[src/rtl/dma_arbiter_if.sv]
// rtl/dma_arbiter_if.sv - requester/DMA bundle for dma_arbiter; carries grant_count when DMA_ARB_STATS_EN is defined
interface dma_arbiter_if #(
  parameter int NUM_REQ = 3,
  parameter int ADDR_W  = 16,
  parameter int DATA_W  = 16
);
  logic [NUM_REQ-1:0]        req;
  logic [NUM_REQ-1:0]        req_rw;
  logic [NUM_REQ*ADDR_W-1:0] req_addr;
  logic [NUM_REQ*DATA_W-1:0] req_wdata;
  logic [NUM_REQ-1:0]        grant;
  logic [NUM_REQ-1:0]        preempted;
  logic                      dma_enable;
  logic                      dma_rw;
  logic [ADDR_W-1:0]         dma_addr;
  logic [DATA_W-1:0]         dma_wdata;
  logic                      busy;

`ifdef DMA_ARB_STATS_EN
  logic [NUM_REQ*16-1:0]     grant_count;

  modport master (
    input  req, req_rw, req_addr, req_wdata,
    output grant, preempted, dma_enable, dma_rw, dma_addr, dma_wdata, busy, grant_count
  );
  modport slave (
    output req, req_rw, req_addr, req_wdata,
    input  grant, preempted, dma_enable, dma_rw, dma_addr, dma_wdata, busy, grant_count
  );
`else
  modport master (
    input  req, req_rw, req_addr, req_wdata,
    output grant, preempted, dma_enable, dma_rw, dma_addr, dma_wdata, busy
  );
  modport slave (
    output req, req_rw, req_addr, req_wdata,
    input  grant, preempted, dma_enable, dma_rw, dma_addr, dma_wdata, busy
  );
`endif
endinterface

[src/rtl/dma_arbiter.sv]
// rtl/dma_arbiter.sv - round-robin DMA port arbiter with hold limit and one-cycle turnaround gap
// Optional per-requester grant counters are enabled by defining DMA_ARB_STATS_EN.
module dma_arbiter #(
  parameter int NUM_REQ  = 3,
  parameter int ADDR_W   = 16,
  parameter int DATA_W   = 16,
  parameter int MAX_HOLD = 64
) (
  input  logic          clk,
  input  logic          reset,
  dma_arbiter_if.master bus
);
  localparam int IW        = (NUM_REQ > 1) ? $clog2(NUM_REQ) : 1;
  localparam int HW        = (MAX_HOLD > 2) ? $clog2(MAX_HOLD) : 1;
  localparam int HOLD_LAST = (MAX_HOLD > 0) ? MAX_HOLD - 1 : 0;
  localparam logic [HW-1:0] HOLD_LAST_C = HW'(HOLD_LAST);
  localparam bit   PREEMPT_EN = (MAX_HOLD != 0);

  localparam logic [1:0] IDLE  = 2'b00;
  localparam logic [1:0] GRANT = 2'b01;
  localparam logic [1:0] GAP   = 2'b10;

  logic [1:0]         state;
  logic [NUM_REQ-1:0] grantQ;
  logic [NUM_REQ-1:0] preemptQ;
  logic [HW-1:0]      holdCnt;
  logic [IW-1:0]      lastIdx;

  logic               winValid;
  logic [IW-1:0]      winIdx;
  logic [NUM_REQ-1:0] winOneHot;
  logic               ownerReq;
  logic               othersReq;

  // Search begins just after the previous winner so every requester gets a turn.
  always_comb begin
    int idx;
    idx       = 0;
    winValid  = 1'b0;
    winIdx    = '0;
    winOneHot = '0;
    for (int k = 1; k <= NUM_REQ; k++) begin
      idx = (int'(lastIdx) + k) % NUM_REQ;
      if (!winValid && bus.req[idx]) begin
        winValid       = 1'b1;
        winIdx         = IW'(idx);
        winOneHot[idx] = 1'b1;
      end
    end
  end

  assign ownerReq  = |(bus.req & grantQ);
  assign othersReq = |(bus.req & ~grantQ);

  always_ff @(posedge clk or negedge reset) begin
    if (!reset) begin
      state    <= IDLE;
      grantQ   <= '0;
      preemptQ <= '0;
      holdCnt  <= '0;
      lastIdx  <= IW'(NUM_REQ - 1);
    end else begin
      preemptQ <= '0;
      case (state)
        IDLE, GAP: begin
          if (winValid) begin
            grantQ  <= winOneHot;
            lastIdx <= winIdx;
            holdCnt <= '0;
            state   <= GRANT;
          end else begin
            grantQ <= '0;
            state  <= IDLE;
          end
        end
        GRANT: begin
          // A voluntary release wins over a timeout, so no preempt pulse then.
          if (!ownerReq) begin
            grantQ <= '0;
            state  <= GAP;
          end else if (PREEMPT_EN && holdCnt == HOLD_LAST_C && othersReq) begin
            grantQ   <= '0;
            preemptQ <= grantQ;
            state    <= GAP;
          end else if (holdCnt != HOLD_LAST_C) begin
            holdCnt <= holdCnt + 1'b1;
          end
        end
        default: begin
          grantQ <= '0;
          state  <= IDLE;
        end
      endcase
    end
  end

  logic              rwSel;
  logic [ADDR_W-1:0] addrSel;
  logic [DATA_W-1:0] wdataSel;

  always_comb begin
    rwSel    = 1'b0;
    addrSel  = '0;
    wdataSel = '0;
    for (int i = 0; i < NUM_REQ; i++) begin
      if (grantQ[i] && bus.req[i]) begin
        rwSel    = bus.req_rw[i];
        addrSel  = bus.req_addr[i*ADDR_W +: ADDR_W];
        wdataSel = bus.req_wdata[i*DATA_W +: DATA_W];
      end
    end
  end

  assign bus.grant      = grantQ;
  assign bus.preempted  = preemptQ;
  assign bus.dma_enable = |(grantQ & bus.req);
  assign bus.dma_rw     = rwSel;
  assign bus.dma_addr   = addrSel;
  assign bus.dma_wdata  = wdataSel;
  assign bus.busy       = (state == GRANT) || (state == GAP);

`ifdef DMA_ARB_STATS_EN
  logic [15:0] grantCnt [NUM_REQ];

  // Counts cycles that actually reached the DMA, wrapping naturally at 16 bits.
  always_ff @(posedge clk or negedge reset) begin
    if (!reset) begin
      for (int i = 0; i < NUM_REQ; i++) grantCnt[i] <= '0;
    end else begin
      for (int i = 0; i < NUM_REQ; i++) begin
        if (grantQ[i] && bus.req[i]) grantCnt[i] <= grantCnt[i] + 16'd1;
      end
    end
  end

  for (genvar g = 0; g < NUM_REQ; g++) begin : gCount
    assign bus.grant_count[g*16 +: 16] = grantCnt[g];
  end
`endif
endmodule
[src/flat_wrapper.sv]
// flat-port wrapper written by rule: the top's interface ports become plain ports
module dma_arbiter_flat 
#(
  parameter int NUM_REQ  = 3,
  parameter int ADDR_W   = 16,
  parameter int DATA_W   = 16,
  parameter int MAX_HOLD = 64
)
  (clk, reset, bus_req, bus_req_rw, bus_req_addr, bus_req_wdata, bus_grant, bus_preempted, bus_dma_enable, bus_dma_rw, bus_dma_addr, bus_dma_wdata, bus_busy);
  dma_arbiter_if #(.NUM_REQ(NUM_REQ), .ADDR_W(ADDR_W), .DATA_W(DATA_W)) bus_i ();
  input  logic clk;
  input  logic reset;
  input wire logic [$bits(bus_i.req)-1:0] bus_req;
  input wire logic [$bits(bus_i.req_rw)-1:0] bus_req_rw;
  input wire logic [$bits(bus_i.req_addr)-1:0] bus_req_addr;
  input wire logic [$bits(bus_i.req_wdata)-1:0] bus_req_wdata;
  output wire logic [$bits(bus_i.grant)-1:0] bus_grant;
  output wire logic [$bits(bus_i.preempted)-1:0] bus_preempted;
  output wire logic [$bits(bus_i.dma_enable)-1:0] bus_dma_enable;
  output wire logic [$bits(bus_i.dma_rw)-1:0] bus_dma_rw;
  output wire logic [$bits(bus_i.dma_addr)-1:0] bus_dma_addr;
  output wire logic [$bits(bus_i.dma_wdata)-1:0] bus_dma_wdata;
  output wire logic [$bits(bus_i.busy)-1:0] bus_busy;
  assign bus_i.req = bus_req;
  assign bus_i.req_rw = bus_req_rw;
  assign bus_i.req_addr = bus_req_addr;
  assign bus_i.req_wdata = bus_req_wdata;
  assign bus_grant = bus_i.grant;
  assign bus_preempted = bus_i.preempted;
  assign bus_dma_enable = bus_i.dma_enable;
  assign bus_dma_rw = bus_i.dma_rw;
  assign bus_dma_addr = bus_i.dma_addr;
  assign bus_dma_wdata = bus_i.dma_wdata;
  assign bus_busy = bus_i.busy;
  dma_arbiter #(.NUM_REQ(NUM_REQ), .ADDR_W(ADDR_W), .DATA_W(DATA_W), .MAX_HOLD(MAX_HOLD)) u_core (.clk(clk), .reset(reset), .bus(bus_i));
endmodule
[config.mk]
export PLATFORM = sky130hd
export DESIGN_NAME = dma_arbiter_flat
export DESIGN_NICKNAME = d
export VERILOG_FILES = /design/src/rtl/dma_arbiter_if.sv /design/src/rtl/dma_arbiter.sv /design/src/flat_wrapper.sv
export SDC_FILE = /design/constraint.sdc
export NUM_CORES = 1
export LEC_CHECK = 0
export ABC_AREA = 1
export CORE_MARGIN = 8
export CORE_UTILIZATION = 38
export DETAILED_ROUTE_END_ITERATION = 6
export PLACE_DENSITY_LB_ADDON = 0.25
export SETUP_SLACK_MARGIN = 0.5
export SLEW_MARGIN = 25
export SYNTH_ARGS = -nofsm -noshare
export SYNTH_HDL_FRONTEND = slang
export SYNTH_SLANG_ARGS = --single-unit
[constraint.sdc]
create_clock -name clk -period 2.5 [get_ports clk]
set_input_delay 0.375 -clock clk [delete_from_list [all_inputs] [get_ports clk]]
set_output_delay 0.375 -clock clk [all_outputs]
set_load 0.01 [all_outputs]
==> results by stage <==
Clock tree:
- CTS built an H-tree with a depth of 1.
- In this run, CTS created clock tree buffers numbering 3.
- The clock net sink count is 16.
- The cell sitting at the root of the clock tree is a sky130_fd_sc_hd__clkbuf_8.
- The later-pin clock latency in the skew report is 0.26 ns.
- The CTS tree is done.
- The clock-pin slew of the registers on the worst-case setup and hold paths is 0.06 ns.
- The largest buffer count on any clock path is 2.

Synthesis:
- Synthesis handed over a netlist of 318 instances.
- The synthesized netlist devotes 50.8% of its cell area to simple gates.
- The number of nets handed over by synthesis was 431.
- The post-synthesis adder-cell area fraction is 5.68%.
- The cell area after synthesis is 0.00198 mm2.
- Ranked by instance count, the synthesized netlist is headed by sky130_fd_sc_hd__nand2_1, sky130_fd_sc_hd__nand3_1, sky130_fd_sc_hd__nor2_1.
- The fraction of post-synthesis cell area in the top cell type by area is 18.9%.
- The main flop type after synthesis is sky130_fd_sc_hd__dfrtp_1.
- The largest area contributor in the synthesized netlist is sky130_fd_sc_hd__dfrtp_1.
- The most frequently used cell type in the post-synthesis netlist is sky130_fd_sc_hd__nand2_1.
- Sorting the synthesized cells by area gives the leading types as sky130_fd_sc_hd__dfrtp_1, sky130_fd_sc_hd__nand2_1, sky130_fd_sc_hd__nand3_1.
- By area, the combinational part of the netlist is dominated by simple AND/OR/NAND/NOR gates.
- For this run, the register share of the synthesized area comes to 20.3%.
- The synthesized flop and latch total is 16.
- The synthesized netlist contains 27 unique library cells.
- For this run, asynchronously set or reset flops after synthesis account for 100%.
- The Yosys step of the flow raised 0 warnings.
- The number of enable-type register cells in the synthesized netlist is 0.
- The XOR/XNOR share of the synthesized area is 1.33%.
- After synthesis, the share of cell area in mux cells is 0%.
- The mean post-synth cell area is 6.23 um2.
- The synthesized netlist devotes 13.0% of its cell area to compound gates.

Route:
- The number of iterations in the first detailed-routing pass is 4.
- The via count is 2751.
- The detailed router finished its first iteration with 146 violations.
- The remaining antenna violation count after routing is 0.
- The total wirelength of the detailed-routed design is 9.21 mm.
- In the final routed layout, each cell accounts on average for 17.1 um.
- In the routed design, unresolved DRC markers number 0.
- Using the TritonRoute via totals, the vias-per-cell ratio works out to 5.10.

Timing:
- The number of setup violations in the final report is 0.
- The worst setup margin is 0.559 ns.
- Setup repair after global routing could not meet its margin everywhere.
- The final critical-path share of the clock period is 77.7%.
- In the final timing run, aggregate negative setup slack is 0 ns.
- The tightest hold path in the finished design has a slack of 0.498 ns.
- The clock period could shrink to 1.94 ns.
- Between clock sinks in the finished design, the worst skew comes to 0.00821 ns.
- The number of max-slew violations in the final report is 0.
- The fmax is 515 MHz.
- The transition at the pin with the smallest max-transition slack is 0.704 ns.
- The hold violation total from the final report is 0.
- The headroom to the max-slew limit is 52.9%.

GRT:
- The aggregate global-route resource usage is 22.7%.
- The global-route congestion overflow total is 0.
- The via count of the first global-routing pass is 2722.
- The initial antenna violation count is 0.
- The maximum number of pins on one net before global-route repair is 34.
- The first global-routing pass estimated 14.0 mm of wire.

Floorplan:
- Row generation in the floorplan step produced 26 rows.
- The die is 88.2 um tall.
- For this design the top-level I/O count stands at 145.
- For this configuration, the core starts out at a cell density of 39.1%.
- The width of the die is 88.2 um.
- The die outline area is 0.00778 mm2.
- The total area inside the core boundary comes to 0.00507 mm2.

Critical path:
- The startpoint identified for the worst register-to-register timing path is u_core.lastIdx[1]$_DFFE_PN1P_.
- The critical-path maximum fanout is 21.
- The number of cells on the worst reg-to-reg path is 10.
- The critical path starts at bus_req[1].
- Following the worst setup path forward leads to its endpoint at bus_dma_addr[10].
- The critical path data required time is 2.12 ns.
- The setup path with the least slack is of type in2out.
- The endpoint type of the worst setup path is an output port.
- Across all register-to-register paths, the minimum setup slack is 0.71 ns.
- For the worst setup path, the data arrival time is 1.57 ns.
- The worst reg2reg path endpoint is u_core.holdCnt[1]$_DFFE_PN0P_.
- The worst setup path is launched from an input pin.

Final layout:
- The number of inserted diodes is 0.
- The filler cells instantiated in the layout total 424.
- Once layout is complete, the utilization of the core stands at 72.5%.
- The relative area change from synthesis to final layout is 85.7%.
- The final layout contains 583 nets.
- In the final layout, the share of cells above drive strength 1 is 15.6%.

Hold path:
- The path category of the worst min-delay check is reg2reg.

Placed design:
- The number of port buffers is 144.
- The placed wire-length estimate after detailed placement is 7.31 mm.
- The congestion estimate from routability-driven global placement came to 0.987.
- The pre-CTS setup slack is 0.00236 ns.

Power and ir drop:
- The worst-case vdd ir drop is 824 uV.
- For this design the ratio of total power to cell area is 675 mW/mm2.
- The total leakage power is 1.69 nW.
- The total power of the final layout is 0.00249 W.

Run:
- Max-cap violations in this run came to 0.

Outcome:
- The run finished with clean final reports.
-- metrics by stage --
step / area [um2] / cells
final: 3680 / 539
after global routing: 3680 / 539
after CTS: 3710 / 539
after detailed placement: 3580 / 527
after global placement: 3580 / 527
after floorplan: 1980 / 318
-- layer usage --
metal  global-route usage, %  vias up  part of all wire, %
li1                        -     1369                    -
met1                    25.4     1253                   38
met2                    40.5      105                   51
met3                    5.57       24                  7.9
met4                    7.68        0                  3.4
met5                       0        -                    0
-- flip-flops by register name, summed over array words and instances (netlist names) --
register,flops
u_core.state,2
u_core.bus.preempted,3
u_core.holdCnt,6
u_core.lastIdx,2
u_core.bus.grant,3
-- power by group --
group	total, W	internal [W]	switching, W
Clock	0.000233	0.000140	0.0000933
Sequential	0.000390	0.000326	0.0000633
Combinational	0.00186	0.000809	0.00105
-- worst min path at each step --
| stage | start | end | slack (ns) | cells after the start |
|---|---|---|---|---|
| after floorplan | reset | u_core.bus.grant[0]$_DFFE_PN0P_ | 0.08 | 0 |
| after global placement | u_core.lastIdx[1]$_DFFE_PN1P_ | u_core.lastIdx[1]$_DFFE_PN1P_ | 0.48 | 2 |
| after detailed placement | u_core.lastIdx[1]$_DFFE_PN1P_ | u_core.lastIdx[1]$_DFFE_PN1P_ | 0.49 | 2 |
| after CTS | u_core.lastIdx[1]$_DFFE_PN1P_ | u_core.lastIdx[1]$_DFFE_PN1P_ | 0.50 | 2 |
| after global routing | u_core.lastIdx[1]$_DFFE_PN1P_ | u_core.lastIdx[1]$_DFFE_PN1P_ | 0.53 | 2 |
| final | u_core.lastIdx[1]$_DFFE_PN1P_ | u_core.lastIdx[1]$_DFFE_PN1P_ | 0.50 | 2 |
-- cells by family (layout without fill, tap and decap cells) --
logic type | Yosys count | count (layout)
buf+inv | 41 | 192
flops | 16 | 16
fa+ha+maj | 9 | 9
xor+xnor | 3 | 3
simple gates | 209 | 209
compound gates | 40 | 40
-- cells in the final DEF, fill, tap and decap left out, drive strengths merged --
cell type      count
a31oi             34
buf               20
bufbuf             1
clkbuf            17
clkdlybuf4s15      9
clkdlybuf4s50    107
dfrtp             15
dfstp              1
dlygate4sd2       14
ha                 9
inv               24
nand2            101
nand3             57
nand3b             3
nor2              43
nor3               4
o21ai              5
o22ai              1
or2                1
xnor2              1
xor2               2
-- worst max-delay path, cell delays in order --
cell	delay, ns
sky130_fd_sc_hd__dlygate4sd2_1	0.28
sky130_fd_sc_hd__nand2_4	0.08
sky130_fd_sc_hd__inv_2	0.10
sky130_fd_sc_hd__buf_12	0.17
sky130_fd_sc_hd__nand2_1	0.06
sky130_fd_sc_hd__a31oi_1	0.17
sky130_fd_sc_hd__dlygate4sd2_1	0.31
-- cell type report --
type | count | area (um2) | share of cell area (%)
Timing Repair Buffer | 164 | 1630 | 44.3
Multi-Input combinational cell | 261 | 1410 | 38.4
Sequential cell | 16 | 404 | 11.0
Inverter | 24 | 92.6 | 2.52
Tap cell | 70 | 87.6 | 2.38
Clock buffer | 4 | 55.1 | 1.50
-- what timing repair did --
item | 4_1_cts | 5_1_grt
gates cloned | 2 | 0
hold buffers | 0 | 0
endpoints found under the setup margin | 34 | 32
setup buffers | 6 | 0
gates resized for setup | 48 | 44
pin swaps | 1 | 0
Note: power is estimated with default switching activity, not from simulation.
